==> config.mk <==
export PLATFORM = sky130hd
export DESIGN_NAME = dom_and_vec
export DESIGN_NICKNAME = d
export VERILOG_FILES = /design/src/rtl/dom_and_vec.sv
export SDC_FILE = /design/constraint.sdc
export NUM_CORES = 1
export LEC_CHECK = 0
export ABC_AREA = 0
export ABC_CLOCK_PERIOD_IN_PS = 1200
export BUFFER_PORTS_ARGS = -buffer_cell sky130_fd_sc_hd__buf_4
export CAP_MARGIN = 30
export CORE_MARGIN = 2
export CORE_UTILIZATION = 43
export CTS_CLUSTER_DIAMETER = 150
export DETAILED_ROUTE_END_ITERATION = 12
export PLACE_DENSITY = 0.75
export SLEW_MARGIN = 20
export SYNTH_ARGS = -nofsm -noshare
export SYNTH_HDL_FRONTEND = slang
export SYNTH_SLANG_ARGS = --single-unit
==> constraint.sdc <==
create_clock -name clk -period 1.2 [get_ports clk]
set_input_delay 0.18 -clock clk [delete_from_list [all_inputs] [get_ports clk]]
set_output_delay 0.18 -clock clk [all_outputs]
set_load 0.05 [all_outputs]
==> src/rtl/dom_and_vec.sv <==
// dom_and_vec: vectorised domain-oriented masked AND gadget of configurable order.
// Cross-domain products are remasked and registered before any share integration.
module dom_and_vec #(
   parameter int  WIDTH   = 8,
   parameter int  ORDER   = 1,
   parameter int  OUT_REG = 0,
   localparam int N       = ORDER + 1,
   localparam int NR      = N * (N - 1) / 2
) (
   input  logic                clk,
   input  logic                rst,
   input  logic                in_valid,
   output logic                in_ready,
   input  logic [WIDTH*N-1:0]  x,
   input  logic [WIDTH*N-1:0]  y,
   input  logic                r_valid,
   output logic                r_ready,
   input  logic [WIDTH*NR-1:0] r,
   output logic                out_valid,
   input  logic                out_ready,
   output logic [WIDTH*N-1:0]  z
);

   // Position of share pair (i,j), i<j, in lexicographic order.
   function automatic int pair_idx(input int i, input int j);
      return i * N - (i * (i + 1)) / 2 + (j - i - 1);
   endfunction

   logic [WIDTH-1:0]   cell_d  [N][N];
   logic [WIDTH-1:0]   cell_p0 [N][N];
   logic               vld_p0;
   logic               fire;
   logic               adv_p0;
   logic [WIDTH*N-1:0] z_p0;

   // Diagonal cells hold the inner-domain products, off-diagonal ones the remasked cross terms.
   always_comb begin
      for (int i = 0; i < N; i++) begin
         for (int j = 0; j < N; j++) begin
            cell_d[i][j] = x[i*WIDTH +: WIDTH] & y[j*WIDTH +: WIDTH];
            if (i < j)
               cell_d[i][j] = cell_d[i][j] ^ r[pair_idx(i, j)*WIDTH +: WIDTH];
            else if (i > j)
               cell_d[i][j] = cell_d[i][j] ^ r[pair_idx(j, i)*WIDTH +: WIDTH];
         end
      end
   end

   assign in_ready = !rst && (!vld_p0 || adv_p0);
   assign fire     = in_valid && r_valid && in_ready;
   assign r_ready  = fire;

   // ---- stage A (p0): registered products ----
   always_ff @(posedge clk) begin
      if (rst) begin
         vld_p0 <= 1'b0;
         for (int i = 0; i < N; i++)
            for (int j = 0; j < N; j++)
               cell_p0[i][j] <= '0;
      end else if (fire) begin
         vld_p0  <= 1'b1;
         cell_p0 <= cell_d;
      end else if (adv_p0) begin
         vld_p0 <= 1'b0;
      end
   end

   always_comb begin
      z_p0 = '0;
      for (int i = 0; i < N; i++)
         for (int j = 0; j < N; j++)
            z_p0[i*WIDTH +: WIDTH] = z_p0[i*WIDTH +: WIDTH] ^ cell_p0[i][j];
   end

   // ---- stage B (p1): optional output register ----
   generate
      if (OUT_REG != 0) begin : g_out_reg
         logic               vld_p1;
         logic [WIDTH*N-1:0] z_p1;

         assign adv_p0 = vld_p0 && (!vld_p1 || out_ready);

         always_ff @(posedge clk) begin
            if (rst) begin
               vld_p1 <= 1'b0;
               z_p1   <= '0;
            end else if (adv_p0) begin
               vld_p1 <= 1'b1;
               z_p1   <= z_p0;
            end else if (out_ready) begin
               vld_p1 <= 1'b0;
            end
         end

         assign out_valid = vld_p1;
         assign z         = z_p1;
      end else begin : g_comb_out
         assign adv_p0    = vld_p0 && out_ready;
         assign out_valid = vld_p0;
         assign z         = z_p0;
      end
   endgenerate

endmodule

==> flow_summary.ini, run 1 <==
[clock_tree]
clockBufferDepth = 2
cts_made_buffers = 5
insertion_delay_ns = 0.28
cts_tree = yes
cts.htree.levels = 2
path_clk_slew_ns = 0.06
cts_hold_buffers = 0
root_buffer = clkbuf_8
cts.sinks = 33

[finish]
num_antenna_cells = 0
nets = 292
drive_gt1_frac = 0.490
ff_latch_area_sq_um = 692
fillers = 302
area_growth_pct = 54.6
multi_input_area_sq_mm = 0.00102

[synth]
avgSynthCellArea_sq_um = 9.28
synth_compound_area_frac = 0.00310
ys_types = 14
synth.yosys.seq_area_share = 0.409
synth_top_family_by_area = multiplexers
synth_nets = 219
ys_ff_latch = 33
synth_fa_ha_area_frac = 0
synthXorXnorAreaFrac = 0.174
yosysWarnings = 0
mappedNetlistArea_sq_mm = 0.00161
synthCells = 174
synth.area.mux_share = 0.198
yosys.area_share.simple = 0.178

[sta]
fin_setup_tns_ns = -0.646
slew_violations = 0
rsz0062_at_grt = yes
fin_ws_ns = -0.127
clock_skew_ns = 0.00242
slew-limit-headroom = 0.843
finalHoldViolCount = 0
tightest_slew_ns = 0.235
max_freq_mhz = 754
timing.final.crit_share = 1.11
setup_violations = 26
period_needed_ns = 1.33

[power_and_ir_drop]
p_per_area_mw_per_mm2 = 1110
power_mw = 2.78
power.leakage_nw = 1.11
ir_worst_vdd_mv = 0.809

[worst_setup_path]
cp_slowest_cell = dfxtp_4
crit_path_max_fanout = 4
crit_chain = nor2b_4, nor3_4, buf_6
cp_top_family = flip-flops
critical_path.max_stage_delay_ns = 0.34
end_kind = output port
cp-start-kind = register
required_ns = 1.02
reg2reg_depth = 5
crit_buf_inv = 1
critPathKind = register to output port
path_depth = 3
worstPathArrival_ns = 1.15

[floorplan]
core_sq_mm = 0.00363
die_area_sq_mm = 0.00426
initial_core_util = 0.444
fp.dieW_microns = 65.3
boundaryPins = 64
num_rows = 22
dieHeight_microns = 65.3

[routing]
first_iter_violations = 31
avgViaCountPerCell = 4.54
ant_nets = 0
avgRoutedWirePerCell_microns = 10.9
wl_microns = 3210
drcViolationCount = 0
first_pass_iters = 4
vias = 1340

[global_routing]
grt_pass1_wl_microns = 5250
first_global_vias = 1265
track_usage = 0.162
grt_start_max_net_pins = 19
overflow = 0
antenna_found_initial = 0

[job]
cap_viol_max_count = 0

[outcome]
violations = setup timing
outcome = complete, but fails checks

[min_path]
whs_path_depth = 2
worstHoldPathType = input pin to register

[place]
hpwl_microns = 2480
numPortBuffers = 63
gp_congestion = 0.754
## power breakdown
part | internal (mW) | total [mW] | switching [mW]
combinational | 0.338 | 0.740 | 0.402
sequential | 1.16 | 1.21 | 0.0534
clock | 0.454 | 0.824 | 0.369
## synthesized netlist by cell type (all sizes together)
master / count / share of area
nand2: 65 / 0.15
nor3: 1 / 0.010
xor2: 32 / 0.17
nor2b: 1 / 0.0085
buf: 4 / 0.031
nor2: 1 / 0.0023
inv: 1 / 0.0023
dfxtp: 33 / 0.41
nand2b: 1 / 0.0039
mux2i: 32 / 0.20
a21oi: 1 / 0.0031
clkbuf: 2 / 0.0047
## kinds of logic after synthesis
kind of cell	count (synthesis)
flip-flops	33
buffers and inverters	7
AO/OA/AOI/OAI	1
multiplexers	32
XOR/XNOR	32
AND/OR/NAND/NOR	69
## layout by cell type, fill, tap and decap left out, drive strengths merged
master  instances
buf            72
nand2          65
dfxtp          33
mux2i          32
xor2           32
clkbuf          7
nor2b           1
nor3            1
nor2            1
inv             1
nand2b          1
a21oi           1
## timing repair
item	in CTS	in global routing
gates resized for setup	7	40
pin swaps	2	0
endpoints found under the setup margin	37	50
buffers inserted	0	2
## final cells by class
cell class                      instances  area share
Tap cell                               48      0.0241
Multi-Input combinational cell        134       0.409
Sequential cell                        33       0.277
Timing Repair Buffer                   72       0.254
Clock buffer                            7      0.0346
Inverter                                1     0.00150
## worst register-to-register path: stages, from the launching register on
cell and delay, ns:
dfxtp_4 0.34, nor2b_4 0.13, nor3_4 0.19, buf_4 0.17, buf_12 0.14, mux2i_1 0.21
## sequential cells by signal (all words and copies together), names as in the netlist
| register | count |
|---|---|
| cell_p0 | 32 |
| out_valid | 1 |
## routing by layer
metal	routed length [microns]	global-route usage	vias up
li1	-	-	685
met2	1710	0.282	35
met4	51	0.0625	0
met1	1220	0.176	615
met5	0	0	-
met3	226	0.0634	5
## stage by stage
step / hold WS, ns / utilization / instances / worst slack [ns] / cell area (sq um)
3_3_place_gp: 0.390 / 0.624 / 286 / -0.0141 / 2270
6_report: 0.121 / 0.687 / 295 / -0.127 / 2490
3_5_place_dp: 0.396 / 0.624 / 286 / -0.0747 / 2270
5_1_grt: 0.113 / 0.687 / 295 / -0.182 / 2490
2_1_floorplan: 0.239 / - / 174 / -0.205 / 1750
4_1_cts: 0.102 / 0.654 / 293 / -0.131 / 2380
## final timing paths
path	startpoint	to	slack [ns]
max	out_valid$_SDFFE_PP0P_	r_ready	-0.13
min	rst	out_valid$_SDFFE_PP0P_	0.12
max reg2reg	out_valid$_SDFFE_PP0P_	cell_p0[28]$_SDFFE_PP0P_	-0.06
min reg2reg	cell_p0[0]$_SDFFE_PP0P_	cell_p0[0]$_SDFFE_PP0P_	0.47
No activity file was read; power rests on OpenSTA's default activity.
==> run 2: changes to the inputs <==
BUFFER_PORTS_ARGS = -buffer_cell sky130_fd_sc_hd__buf_2   (was -buffer_cell sky130_fd_sc_hd__buf_4)
CORE_MARGIN = default   (was 2)
==> flow_summary.ini, run 2 (synthesis gave the netlist of run 1 again) <==
[worst_setup_path]
critical_path.max_stage_delay_ns = 0.34
critPathKind = register to output port
crit_chain = nor2b_4, nor3_4, buf_6
crit_path_max_fanout = 2
cp-start-kind = register
cp_slowest_cell = dfxtp_4
worstPathArrival_ns = 1.12
end_kind = output port
required_ns = 1.02

[clock_tree]
clockBufferDepth = 2
path_clk_slew_ns = 0.06
insertion_delay_ns = 0.27
cts_tree = yes
cts.sinks = 33
root_buffer = clkbuf_8
cts_hold_buffers = 0
cts.htree.levels = 2
cts_made_buffers = 5

[global_routing]
first_global_vias = 1358
track_usage = 0.172
antenna_found_initial = 0
overflow = 0
grt_start_max_net_pins = 17
grt_pass1_wl_microns = 5380

[min_path]
worstHoldPathType = input pin to register

[finish]
largest_reg_flops = 32
post-route-util = 0.682
final_common_cell = nand2_1
final_cells = 291
num_antenna_cells = 0
layout_common_cells = nand2_1, buf_2, mux2i_1
area_growth_pct = 46.6
drive_gt1_frac = 0.490
top_register = cell_p0
nets = 290
fillers = 296

[outcome]
outcome = complete, but fails checks
violations = setup timing

[sta]
timing.final.crit_share = 1.08
tightest_slew_ns = 0.248
slew-limit-headroom = 0.836
rsz0062_at_grt = yes
slew_violations = 0
fin_ws_ns = -0.101
finalHoldViolCount = 0
fin_setup_tns_ns = -2.21
setup_violations = 34
clock_skew_ns = 0.00164
period_needed_ns = 1.30
max_freq_mhz = 769

[routing]
avgRoutedWirePerCell_microns = 10.7
vias = 1310
drcViolationCount = 0
avgViaCountPerCell = 4.50
ant_nets = 0
first_iter_violations = 41
wl_microns = 3110
first_pass_iters = 4

[job]
cap_viol_max_count = 0

[power_and_ir_drop]
ir_worst_vdd_mv = 0.787
power.leakage_nw = 1.06
p_per_area_mw_per_mm2 = 1150

[floorplan]
num_rows = 21
core_sq_mm = 0.00347
fp.dieW_microns = 63.3
die_area_sq_mm = 0.00400
dieHeight_microns = 63.3
boundaryPins = 64
initial_core_util = 0.465

[place]
hpwl_microns = 2410
numPortBuffers = 63
dp.cells = 283
gp_congestion = 0.734
## run 2: cell types whose count changed in the layout (fill, tap and decap cells not counted), sizes merged
cell	before	now
buf	72	70
## run 2: final timing paths
| path | cells after the start | start | endpoint | slack, ns |
|---|---|---|---|---|
| min reg2reg | 2 | cell_p0[5]$_SDFFE_PP0P_ | cell_p0[5]$_SDFFE_PP0P_ | 0.47 |
| min | 3 | y[15] | cell_p0[7]$_SDFFE_PP0P_ | 0.15 |
| max | 3 | out_valid$_SDFFE_PP0P_ | r_ready | -0.10 |
| max reg2reg | 5 | out_valid$_SDFFE_PP0P_ | cell_p0[8]$_SDFFE_PP0P_ | -0.09 |
## run 2: where the power goes
group,internal [mW],total [mW],switching [mW]
clock,0.454,0.812,0.358
combinational,0.294,0.695,0.402
sequential,1.16,1.21,0.0541
## run 2: per-layer routing
metal / GRT usage / share of wire
met2: 0.319 / 0.53
met4: 0.0426 / 0.0026
met1: 0.180 / 0.42
met5: 0 / 0
met3: 0.0652 / 0.045
## run 2: layout make-up
type                            instances  area (sq um)  share of cell area
Multi-Input combinational cell        134          1020               0.431
Tap cell                               46          57.6              0.0243
Inverter                                1          3.75             0.00159
Clock buffer                            7          86.3              0.0365
Sequential cell                        33           693               0.293
Timing Repair Buffer                   70           505               0.214
## run 2: critical path: cells and delay by family (launching register included)
kind	cells	cell delay [ns]
and+or+nand+nor	2	0.33
buffers and inverters	1	0.19
DFF	1	0.34
## run 2: what timing repair did
action | in CTS | in global routing
buffers inserted | 1 | 0
endpoints found under the setup margin | 50 | 49
resized for setup | 27 | 33
pin swaps | 2 | 0
## run 2: through the flow
step	cell area [sq um]	hold slack, ns	total power [mW]	setup WS, ns
after floorplan	1750	0.239	1.65	-0.205
after global placement	2130	0.427	1.84	-0.0547
after detailed placement	2130	0.429	1.84	-0.0550
after CTS	2290	0.151	2.72	-0.111
after global routing	2370	0.155	2.87	-0.146
final	2370	0.151	2.72	-0.101
==> run 3: changes to the inputs <==
SKIP_CTS_REPAIR_TIMING = 1   (was default)
==> flow_summary.ini, run 3 (synthesis gave the netlist of run 1 again) <==
[clock_tree]
clockBufferDepth = 2
cts_made_buffers = 5
insertion_delay_ns = 0.27
cts_tree = yes
cts.sinks = 33
cts.htree.levels = 2
path_clk_slew_ns = 0.06
root_buffer = clkbuf_8

[sta]
finalHoldViolCount = 0
setup_violations = 34
rsz0062_at_grt = yes
timing.final.crit_share = 1.11
tightest_slew_ns = 0.248
slew_violations = 0
fin_setup_tns_ns = -2.42
period_needed_ns = 1.34
clock_skew_ns = 0.00639
max_freq_mhz = 748
slew-limit-headroom = 0.836
fin_ws_ns = -0.137

[floorplan]
num_rows = 21
dieHeight_microns = 63.3
fp.dieW_microns = 63.3
die_area_sq_mm = 0.00400
initial_core_util = 0.465
core_sq_mm = 0.00347
boundaryPins = 64

[min_path]
whs_path_depth = 3
worstHoldPathType = input pin to register

[power_and_ir_drop]
power.leakage_nw = 1.08
p_per_area_mw_per_mm2 = 1130
p_comb_frac = 0.260
swShare = 0.301
sequentialPowerShare = 0.442
p_int_mw = 1.92
p_clk_frac = 0.298
ir_worst_vdd_mv = 0.859
switchingPower_mw = 0.827

[place]
hpwl_microns = 2410
placed_area_sq_mm = 0.00213
numPortBuffers = 63
gp_congestion = 0.734

[worst_setup_path]
crit_path_end = r_ready
critPathKind = register to output port
path_depth = 3
critical_path.max_stage_delay_ns = 0.34
crit_buf_inv = 1
r2r_slack_ns = -0.11
required_ns = 1.02
crit_chain = nor2b_4, nor3_4, buf_6
r2r_end = cell_p0[11]$_SDFFE_PP0P_
worstPathArrival_ns = 1.16
crit_path_max_fanout = 3
cp_slowest_cell = dfxtp_4
cp_top_family = simple AND/OR/NAND/NOR gates
cp-start-kind = register
startpoint = out_valid$_SDFFE_PP0P_
reg2reg_depth = 5
r2r_start = out_valid$_SDFFE_PP0P_
end_kind = output port

[outcome]
violations = setup timing
outcome = complete, but fails checks

[job]
cap_viol_max_count = 0

[global_routing]
grt_pass1_wl_microns = 5230
grt_start_max_net_pins = 17
antenna_found_initial = 0
first_global_vias = 1327
overflow = 0
track_usage = 0.167

[finish]
final_common_cell = nand2_1
area_growth_pct = 50.2
nets = 293
design_area_sq_mm = 0.00242
layout_common_cells = nand2_1, buf_2, mux2i_1
num_antenna_cells = 0
fillers = 289
largest_reg_flops = 32
top_register = cell_p0
drive_gt1_frac = 0.496

[routing]
ant_nets = 0
vias = 1346
avgRoutedWirePerCell_microns = 11.2
drcViolationCount = 0
first_pass_iters = 4
avgViaCountPerCell = 4.58
first_iter_violations = 48
wl_microns = 3290
run 3: cell count changes in the layout (fill, tap and decap cells not counted), sizes merged:
cell	change
buf	+1
clkbuf	+2
run 3: routing by layer:
layer / up-vias / routed length [microns] / global-route usage
met5: - / 0 / 0
met4: 0 / 25 / 0.0426
met3: 4 / 141 / 0.0670
met2: 36 / 1710 / 0.300
met1: 618 / 1410 / 0.180
li1: 688 / - / -
run 3: worst reg2reg max path: stages (launching register included):
cell and delay [ns]:
dfxtp_4 0.34, nor2b_4 0.13, nor3_4 0.23, buf_4 0.19
clkbuf_16 0.16, mux2i_1 0.20
run 3: worst min path at each step:
stage / start / slack [ns] / end
after global placement: rst / 0.43 / out_valid$_SDFFE_PP0P_
after detailed placement: rst / 0.43 / out_valid$_SDFFE_PP0P_
after global routing: y[10] / 0.16 / cell_p0[2]$_SDFFE_PP0P_
after CTS: rst / 0.14 / out_valid$_SDFFE_PP0P_
final: y[15] / 0.15 / cell_p0[7]$_SDFFE_PP0P_
after floorplan: rst / 0.24 / out_valid$_SDFFE_PP0P_
run 3: power groups by stage:
stage	registers (mW)	logic, mW	clock network, mW
after floorplan	1.23	0.422	0
after global placement	1.23	0.607	0
after detailed placement	1.23	0.613	0
after CTS	1.21	0.615	0.842
after global routing	1.22	0.759	0.901
final	1.22	0.714	0.819
run 3: area by class of cell:
cell class	count	area, sq um	area share
multi-input combinational	134	1020	0.421
sequential	33	693	0.286
timing repair buffer	73	563	0.232
clock buffer	7	86.3	0.0356
tap	46	57.6	0.0237
inverter	1	3.75	0.00155
run 3: stage by stage:
step | utilization | hold slack [ns] | setup WS (ns) | power [mW] | instances
after floorplan | - | 0.239 | -0.205 | 1.65 | 174
after global placement | 0.613 | 0.427 | -0.0547 | 1.84 | 283
after detailed placement | 0.613 | 0.429 | -0.0550 | 1.84 | 283
after CTS | 0.638 | 0.136 | -0.361 | 2.67 | 290
after global routing | 0.699 | 0.162 | -0.156 | 2.88 | 294
final | 0.699 | 0.153 | -0.137 | 2.75 | 294
